===== config.mk =====
export PLATFORM = sky130hd
export DESIGN_NAME = change_dispenser
export DESIGN_NICKNAME = d
export VERILOG_FILES = /design/src/rtl/change_dispenser.sv
export SDC_FILE = /design/constraint.sdc
export NUM_CORES = 1
export LEC_CHECK = 0
export CAP_MARGIN = 0
export CORE_MARGIN = 2
export CORE_UTILIZATION = 40
export CTS_CLUSTER_SIZE = 10
export DETAILED_ROUTE_END_ITERATION = 16
export PLACE_DENSITY_LB_ADDON = 0.05
export SYNTH_ARGS = -nofsm -noshare
export SYNTH_HDL_FRONTEND = slang
export SYNTH_SLANG_ARGS = --single-unit
export TNS_END_PERCENT = 1

===== constraint.sdc =====
create_clock -name clk -period 2.1 [get_ports clk]
set_input_delay 0.63 -clock clk [delete_from_list [all_inputs] [get_ports clk]]
set_output_delay 0.63 -clock clk [all_outputs]
set_load 0.1 [all_outputs]

===== src/rtl/change_dispenser.sv =====
// Pays change as 500/100 coins, one eject request at a time, each closed by a coin_ack pulse from the hopper.
// start -> SELECT next cycle -> eject or done two cycles after start; a missing ack faults after ACK_TIMEOUT cycles.
module change_dispenser #(
  parameter int AMT_W        = 4,
  parameter int INV_W        = 6,
  parameter int INV_500_INIT = 10,
  parameter int INV_100_INIT = 20,
  parameter int ACK_TIMEOUT  = 1000
) (
  input  logic             clk,
  input  logic             reset_n,
  input  logic             start,
  input  logic [AMT_W-1:0] amount,
  input  logic             coin_ack,
  input  logic             refill,
  output logic             eject_500,
  output logic             eject_100,
  output logic             busy,
  output logic             done,
  output logic             fault,
  output logic [AMT_W-1:0] remaining,
  output logic [INV_W-1:0] inv_500,
  output logic [INV_W-1:0] inv_100
);

  localparam int CNT_W = (ACK_TIMEOUT > 1) ? $clog2(ACK_TIMEOUT) : 1;

  localparam logic [INV_W-1:0] INV_500_RST = INV_W'(INV_500_INIT);
  localparam logic [INV_W-1:0] INV_100_RST = INV_W'(INV_100_INIT);
  localparam logic [CNT_W-1:0] CNT_LAST    = CNT_W'(ACK_TIMEOUT - 1);
  localparam logic [AMT_W-1:0] VAL_500     = AMT_W'(5);
  localparam logic [AMT_W-1:0] VAL_100     = AMT_W'(1);

  typedef enum logic [2:0] {
    S_IDLE,
    S_SELECT,
    S_EJECT,
    S_DONE,
    S_FAULT
  } state_t;

  state_t           state;
  state_t           state_nxt;
  logic [CNT_W-1:0] ack_cnt;
  logic [CNT_W-1:0] ack_cnt_nxt;

  logic             eject_500_nxt;
  logic             eject_100_nxt;
  logic             busy_nxt;
  logic             done_nxt;
  logic             fault_nxt;
  logic [AMT_W-1:0] remaining_nxt;
  logic [INV_W-1:0] inv_500_nxt;
  logic [INV_W-1:0] inv_100_nxt;

  logic             can_pay_500;
  logic             can_pay_100;
  logic             timeout_hit;

  // Greedy selection: a 500 coin whenever it fits and one is in stock.
  assign can_pay_500 = (remaining >= VAL_500) && (inv_500 != '0);
  assign can_pay_100 = (inv_100 != '0);
  assign timeout_hit = (ack_cnt == CNT_LAST);

  always_ff @(posedge clk or negedge reset_n) begin
    if (!reset_n) begin
      state     <= S_IDLE;
      ack_cnt   <= '0;
      eject_500 <= 1'b0;
      eject_100 <= 1'b0;
      busy      <= 1'b0;
      done      <= 1'b0;
      fault     <= 1'b0;
      remaining <= '0;
      inv_500   <= INV_500_RST;
      inv_100   <= INV_100_RST;
    end else begin
      state     <= state_nxt;
      ack_cnt   <= ack_cnt_nxt;
      eject_500 <= eject_500_nxt;
      eject_100 <= eject_100_nxt;
      busy      <= busy_nxt;
      done      <= done_nxt;
      fault     <= fault_nxt;
      remaining <= remaining_nxt;
      inv_500   <= inv_500_nxt;
      inv_100   <= inv_100_nxt;
    end
  end

  always_comb begin
    state_nxt     = state;
    ack_cnt_nxt   = ack_cnt;
    eject_500_nxt = 1'b0;
    eject_100_nxt = 1'b0;
    busy_nxt      = busy;
    done_nxt      = 1'b0;
    fault_nxt     = 1'b0;
    remaining_nxt = remaining;
    inv_500_nxt   = inv_500;
    inv_100_nxt   = inv_100;

    case (state)
      S_IDLE: begin
        busy_nxt = 1'b0;
        if (refill) begin
          inv_500_nxt = INV_500_RST;
          inv_100_nxt = INV_100_RST;
        end
        if (start) begin
          remaining_nxt = amount;
          busy_nxt      = 1'b1;
          state_nxt     = S_SELECT;
        end
      end

      S_SELECT: begin
        busy_nxt    = 1'b1;
        ack_cnt_nxt = '0;
        if (remaining == '0) begin
          // busy falls together with the done pulse.
          busy_nxt  = 1'b0;
          done_nxt  = 1'b1;
          state_nxt = S_DONE;
        end else if (can_pay_500) begin
          eject_500_nxt = 1'b1;
          state_nxt     = S_EJECT;
        end else if (can_pay_100) begin
          eject_100_nxt = 1'b1;
          state_nxt     = S_EJECT;
        end else begin
          fault_nxt = 1'b1;
          state_nxt = S_FAULT;
        end
      end

      S_EJECT: begin
        eject_500_nxt = eject_500;
        eject_100_nxt = eject_100;
        if (coin_ack) begin
          // An ack arriving on the last timeout cycle still counts as paid.
          eject_500_nxt = 1'b0;
          eject_100_nxt = 1'b0;
          state_nxt     = S_SELECT;
          if (eject_500) begin
            if (remaining >= VAL_500) remaining_nxt = remaining - VAL_500;
            if (inv_500 != '0)        inv_500_nxt   = inv_500 - 1'b1;
          end else begin
            if (remaining != '0)      remaining_nxt = remaining - VAL_100;
            if (inv_100 != '0)        inv_100_nxt   = inv_100 - 1'b1;
          end
        end else if (timeout_hit) begin
          eject_500_nxt = 1'b0;
          eject_100_nxt = 1'b0;
          fault_nxt     = 1'b1;
          state_nxt     = S_FAULT;
        end else begin
          ack_cnt_nxt = ack_cnt + 1'b1;
        end
      end

      S_DONE: begin
        busy_nxt  = 1'b0;
        state_nxt = S_IDLE;
      end

      S_FAULT: begin
        busy_nxt  = 1'b1;
        fault_nxt = 1'b1;
        if (refill) begin
          inv_500_nxt = INV_500_RST;
          inv_100_nxt = INV_100_RST;
          fault_nxt   = 1'b0;
          state_nxt   = S_SELECT;
        end
      end

      default: begin
        busy_nxt  = 1'b0;
        state_nxt = S_IDLE;
      end
    endcase
  end

  // The hopper must never see both solenoids energised.
  assert property (@(posedge clk) disable iff (!reset_n) !(eject_500 && eject_100));
  assert property (@(posedge clk) disable iff (!reset_n) !(done && busy));

endmodule


==> results of run 1 <==
critical path, stage by stage:
cell and delay [ns]:
clkdlybuf4s50_1 0.49, or3b_2 0.52, nand2_4 0.13, nand2_1 0.09, mux2_1 0.32
through the flow:
| stage | hold WS (ns) | TNS, ns | setup slack [ns] |
|---|---|---|---|
| after floorplan | 0.334 | -0.747 | -0.141 |
| after global placement | 0.522 | -7.32 | -0.419 |
| after detailed placement | 0.519 | -7.62 | -0.446 |
| after CTS | 0.534 | 0 | 0.0443 |
| after global routing | 0.569 | 0 | 0.0155 |
| final | 0.528 | 0 | 0.0904 |
flip-flops by register name (all words and copies together) (netlist names):
name and cells:
inv_100 6, remaining 4, inv_500 6, fault 1
busy 1, eject_500 1, eject_100 1, ack_cnt 10
done 1, state 3
layout make-up:
class                   count  area [sq um]
fillers                   460          2170
repair buffers             54           687
well taps                  70          87.6
multi-input cells         172          1170
clock inverters             2          12.5
flip-flops and latches     34           862
clock buffers               6          82.6
inverters                  10          37.5
cells in the mapped netlist (all sizes together) (5+ instances only):
library cell  number
o21ai             11
nand2             22
a21oi              9
ha                 6
nand4              5
mux2i              7
mux2               5
nor3               6
dfrtp             30
nor4               7
xnor2              6
inv               10
buf                8
nor2              25
a31oi              5
timing repair:
item	4_1_cts	5_1_grt
pin swaps	0	0
resized for setup	3	2
endpoints found under the setup margin	13	2
endpoints found under the hold margin	0	0
placed cells by master, fill, tap and decap left out, types with 3 or more instances in the layout:
cell type / n
clkdlybuf4s50_1: 7
nand3_1: 4
dfrtp_2: 5
nor3_1: 6
o21ai_0: 10
nor4b_1: 3
dfstp_2: 4
nor4_1: 6
xnor2_1: 6
buf_4: 25
nand2b_1: 4
nor2b_1: 4
mux2_2: 4
or4_1: 3
a21oi_1: 9
nor4bb_1: 3
nand2_1: 21
mux2i_1: 7
a31oi_1: 5
or3b_2: 4
nor2_1: 23
buf_12: 21
nand4_1: 5
inv_1: 10
clkbuf_8: 6
dfrtp_1: 25
ha_1: 6
cell families after synthesis:
family	Yosys count
buffers and inverters	22
adder cells (fa/ha/maj)	7
multiplexers	12
AO/OA/AOI/OAI	44
XOR/XNOR	7
flip-flops	34
AND/OR/NAND/NOR	102
power by group:
| group | switching [mW] | total, mW | internal, mW |
|---|---|---|---|
| registers | 0.284 | 1.15 | 0.863 |
| clock network | 0.253 | 0.516 | 0.264 |
| logic | 1.91 | 3.14 | 1.24 |
path summary, 6_finish.rpt:
path | from | slack [ns] | to
worst min-delay path | ack_cnt[3]$_DFFE_PN0P_ | 0.53 | ack_cnt[3]$_DFFE_PN0P_
worst max-delay path | refill | 0.09 | inv_500[0]$_DFFE_PN0P_
worst max register to register | inv_500[0]$_DFFE_PN0P_ | 0.15 | eject_100$_DFFE_PN0P_
max in group asynchronous | reset_n | 1.00 | inv_100[4]$_DFFE_PN1P_
worst min register to register | ack_cnt[3]$_DFFE_PN0P_ | 0.53 | ack_cnt[3]$_DFFE_PN0P_
min in group asynchronous | reset_n | 0.75 | ack_cnt[4]$_DFFE_PN0P_
metal layers:
layer	up-vias	global-route usage	routed length, microns
met1	871	0.250	2460
met4	0	0.0600	68
met5	-	0	0
li1	922	-	-
met2	29	0.290	2250
met3	7	0.0379	151
==> impl_metrics.csv, run 1 <==
group,metric,value,unit
outcome,status,"finished clean",
place,placer_congestion,0.772,
global_route,maximum_number_of_pins_on_one_net_before_global_route_repair,35,
setup_path,critical_path.max_fanout,8,
cts,cts_max_level,2,
cts,numCtsBuffers,5,
cts,tritoncts,"yes",
timing,timing.slew.headroom,0.660,
power_and_ir_drop,power.static_leakage,1.31,nW
yosys,synth_top_cells_by_area,"dfrtp_1, dfstp_2, nor2_1",
yosys,dominantRegCellSynth,"dfrtp_1",
setup_path,worst-r2r-cell-count,6,
route,drt_wl_total,4930,microns
place,dp_hpwl,3580,microns
hold_path,worst_hold_path_type,"register to register",
yosys,synth_top_family_by_area,"simple AND/OR/NAND/NOR gates",
route,drt_first_pass_iters,4,
cts,clockBufferDepth,2,
cts,cts-hold-fix-buffers,0,
cts,post-cts-setup-buffers,0,
yosys,netlist-cell-type-count,55,
timing,share_of_the_cycle_needed_by_the_critical_path_after_routing,0.957,
global_route,first_global_vias,1811,
timing,setup-violations-final,0,
yosys,synth_top_cell_area_share,0.356,
route,drt-initial-drc-count,105,
layout,final_core_utilization,0.575,
route,remaining_drc_errors,0,
cts,cts_num_sinks,34,
timing,timing.final.hold_violations,0,
timing,achievable-frequency,0.498,GHz
global_route,grt_first_pass_wirelength,8600,microns
yosys,post_synth_and_or_nand_nor_area_fraction,0.278,
die,io-pin-count,30,
job,cap_violations,0,
place,placed_area,2830,sq um
layout,layout-drive-gt1-share,0.302,
layout,layout.nets,292,
cts,clk-insertion-delay-late,0.29,ns
cts,clk_pin_slew,0.07,ns
yosys,synthMuxAreaShare,0.0599,
yosys,synth.net_count,243,
yosys,synthesis.area,2110,sq um
power_and_ir_drop,pwr_density_cell,1640,nW/um^2
route,drt-wirelength-per-cell,14.2,microns
die,std_cell_rows,26,
place,placed_cells,340,
timing,tightestPinTransition,0.507,ns
route,vias_per_cell,5.26,
route,dr_total_vias,1829,
global_route,grt_remaining_overflow,0,
layout,cell_count_final_fillers_out,348,
yosys,synthesis.area_per_instance,9.26,sq um
route,number_of_routed_nets_with_antenna_violations,0,
die,die-area,5870,sq um
place,io_buffers,29,
timing,timing.clock.skew,0.00858,ns
die,placeableCoreArea,5110,sq um
yosys,async_reset_ff_frac,1.00,
yosys,synth_enable_flop_cells,0,
yosys,xor_xnor_cell_area_share_of_the_yosys_netlist,0.0290,
yosys,cell_type_with_the_highest_aggregate_area_in_the_netlist,"dfrtp_1",
layout,fin_area,2940,sq um
yosys,synthesis.yosys.warnings,0,
global_route,track_usage,0.183,
yosys,synthesis.instances,228,
setup_path,crit_path_end_kind,"register",
timing,min_period,2.01,ns
cts,ctsRootBufferMaster,"clkbuf_8",
power_and_ir_drop,overall_power_consumption,4.81,mW
global_route,initial_antenna_violation_count,0,
yosys,synthAdderAreaFrac,0.0403,
yosys,yosysSeqAreaShare,0.405,
timing,final_max_slew_viol_count,0,
layout,synthToLayoutAreaGrowth,39.1,%
die,chipHeight,76.6,microns
setup_path,critical_path.startpoint_type,"input port",
yosys,complex_gate_fraction_of_the_synthesized_area,0.140,
die,fp.dieW,76.6,microns
timing,rsz_0062_raised_after_global_routing,"no",
layout,num_antenna_cells,0,
setup_path,setup_cp_type,"input port to register",
yosys,ys_ff_latch,34,
hold_path,hold-path-cell-count,1,
power_and_ir_drop,worst_supply_voltage_drop_on_vdd,0.000989,V
setup_path,worst_ep_arrival_time,2.18,ns
die,start_util,0.413,
setup_path,worst_ep_required_time,2.27,ns
(Power assumes the default switching activity.)
==> run 2, diff against run 1 <==
Settings changed: ABC_CLOCK_PERIOD_IN_PS set to 2100, SLEW_MARGIN set to 30.
==> results of run 2 <==
Final layout, timing and power as in run 1 (identical DEF).
==> edit, RTL diff (settings of run 1) <==
Encoding of `state_t`: now one-hot (5 bits for 5 states).
--- a/src/rtl/change_dispenser.sv
+++ b/src/rtl/change_dispenser.sv
@@ -32,10 +32,10 @@
   localparam logic [AMT_W-1:0] VAL_100     = AMT_W'(1);
 
-  typedef enum logic [2:0] {
-    S_IDLE,
-    S_SELECT,
-    S_EJECT,
-    S_DONE,
-    S_FAULT
+  typedef enum logic [4:0] {
+    S_IDLE   = 5'b00001,
+    S_SELECT = 5'b00010,
+    S_EJECT  = 5'b00100,
+    S_DONE   = 5'b01000,
+    S_FAULT  = 5'b10000
   } state_t;
 
Function: same outputs for any inputs over 4 cycles, from zero or initial values and one cycle with reset_n low; so few cycles prove little.
==> edit against run 1 <==
  * Cell area decreased by 3.3%
  * Setup slack about the same
  * Wire length decreased by 4.9%
  * Sequential share of layout area increased by 3.1 points
  * Sequential cell count increased by 2
  * Area after synthesis decreased by 5.7%
  * Count of clock-buffer cells in the layout increased by 1
Power is not compared: it rests on default switching activity, and its combinational part moved more than twofold at a synthesized area within 25%.
==> edit: results (changes against run 1) <==
Synth
  – XOR/XNOR Fraction of Synth Area: 4.403% (+1.5 points)
  – Post-synthesis adder-cell area fraction: 3.648% (-0.38 points)
  – Unique masters post-synth: 51 (-7.3%)
  – Synth Area in Compound Gates: 15.47% (+1.4 points)
  – Mapped Avg Cell Area: 9.296 um^2 (+0.42%)
  – Post-Syn Nets: 228 (-6.2%)
  – Async S/R FF share, synth: 100.0% (unchanged)
  – Register area share after synthesis: 45.60% (+5.1 points)
  – Mux share of post-synthesis cell area: 0.5031% (-5.5 points)
  – Synth top area cells: dfrtp_1 (39%), dfstp_2 (6.6%), o21ai_0 (5.0%)
  – Synth warn: 0 (unchanged)
  – Synth top cells by count: dfrtp_1 (31), o21ai_0 (20), nor2_1 (19), nand2_1 (17), nand3_1 (17)

STA
  – Worst Hold Slack: 0.2636 ns (-0.2640 ns)
  – Tightest Pin Transition: 0.4185 ns (-0.08898 ns)
  – Final Skew: 0.01211 ns (+0.003529 ns)

Layout
  – Share of cells above drive strength 1: 26.44% (-3.8 points)
  – Area taken by flip-flops and latches: 920.9 um^2 (+6.8%)
  – Largest regs: ack_cnt x10, inv_100 x6, inv_500 x6
  – Diode count: 0 (unchanged)
  – Non-Filler Instances: 328 (-5.7%)
  – Fin nets: 274 (-6.2%)
  – FILL cells: 419 (-8.9%)

Critical path
  – Worst Setup SP: inv_500[1]
  – Crit path DAT: 2.22 ns (+0.04 ns)
  – Max FO, Critical Path: 5 (-3)
  – Reg2reg setup slack: 0.09 ns (-0.06 ns)
  – R2R depth: 7 (+1)
  – Slowest stage cell, crit path: dfstp_4
  – CP Capture Type: flip-flop
  – Max stage delay on crit path: 0.66 ns (+0.14 ns)

Place
  – GPL Wtd Cong: 0.7785 (+0.88%)
  – IO buf count: 29 (unchanged)
  – Dpl cells: 320 (-5.9%)
  – DP Wirelength: 3501 um (-2.1%)
  – Placed Area: 2679 um^2 (-5.4%)

Clocking
  – H-tree depth: 2 (unchanged)
  – Clock buffer depth: 2 (unchanged)
  – Clk_lat worst skew: 0.29 ns (about the same)
  – Setup bufs post-CTS: 0 (unchanged)
  – CTS resizes: 0 (-3)
  – Register clock-pin slew on the reported worst setup and hold paths: 0.07 ns (about the same)
  – Clock buffer count from CTS: 5 (unchanged)
  – Root buf cell: clkbuf_8

Global routing
  – First-pass GRT wire length: 8162 um (-5.1%)
  – Vias in the first global route: 1701 (-6.1%)
  – Initial antenna violation count: 0 (unchanged)
  – Total track usage: 19.38% (+1.1 points)
  – Largest net degree at the start of global routing: 23 (-34%)

Status
  – Status: finished, final reports clean

Detailed routing
  – Number of detailed-route iterations in the first pass: 4 (unchanged)
  – Final routed DRC violation total: 0 (unchanged)
  – Per-cell routed wire length: 14.28 um (+0.86%)
  – Starting DRT DRC Count: 83 (-21%)
  – Vias per cell: 5.296 (+0.76%)

Min path
  – Hold Path Class: input pin to async pin

Power and ir drop
  – Static leakage: 1.286 nW
  – Sw frac: 42.62%
  – VDD IR max: 0.6726 mV
[edit: cell families after synthesis]
logic type,after synthesis
AOI/OAI and AO/OA,48
xor gates and xnor gates,10
adders and majority gates,6
buffers and inverters,17
DFF,36
muxes,1
and+or+nand+nor,96
[edit: worst paths after layout]
kind / end
min: remaining[2]
max: inv_500[3]
max in group asynchronous: state[0]
min in group clk: ack_cnt[9]
min reg2reg: ack_cnt[9]
max reg2reg: inv_500[3]
[edit: layout make-up]
| type | instances | area share [%] |
|---|---|---|
| clock inverter | 1 | 1.057 |
| inverter | 12 | 1.586 |
| tap | 67 | 2.952 |
| clock buffer | 7 | 3.392 |
| multi-input combinational | 161 | 36.65 |
| timing repair buffer | 44 | 21.94 |
| sequential | 36 | 32.42 |
[edit: routing by layer]
metal  GRT usage, %  vias up  routed length [um]
met5              0        -                   0
met4          5.952        0                  58
met1          28.80      838                2314
met3          3.523        7                 158
met2          28.71       31                2152
li1               -      861                   -
[edit: metrics by stage]
stage	setup slack [ns]	setup TNS (ns)
after global routing	-0.02915	-0.04641
after CTS	0.01421	0
after global placement	-0.2570	-1.717
after floorplan	-0.04552	-0.07649
final	0.09062	0
after detailed placement	-0.2932	-2.059
[edit: power groups by stage]
stage | registers, mW | clock network (mW) | logic (mW)
2_1_floorplan | 1.43 | 0 | 0.495
3_3_place_gp | 1.03 | 0 | 1.44
3_5_place_dp | 1.02 | 0 | 1.45
4_1_cts | 1.01 | 0.681 | 1.45
5_1_grt | 1.04 | 0.715 | 1.55
6_report | 1.02 | 0.668 | 1.45
[edit: critical path: cells and delay by family, from the launching register on]
kind | cells | cell delay (ns)
fa+ha+maj | 1 | 0.18
simple gates | 4 | 0.87
flops | 1 | 0.66
buf+inv | 1 | 0.05
compound gates | 1 | 0.18
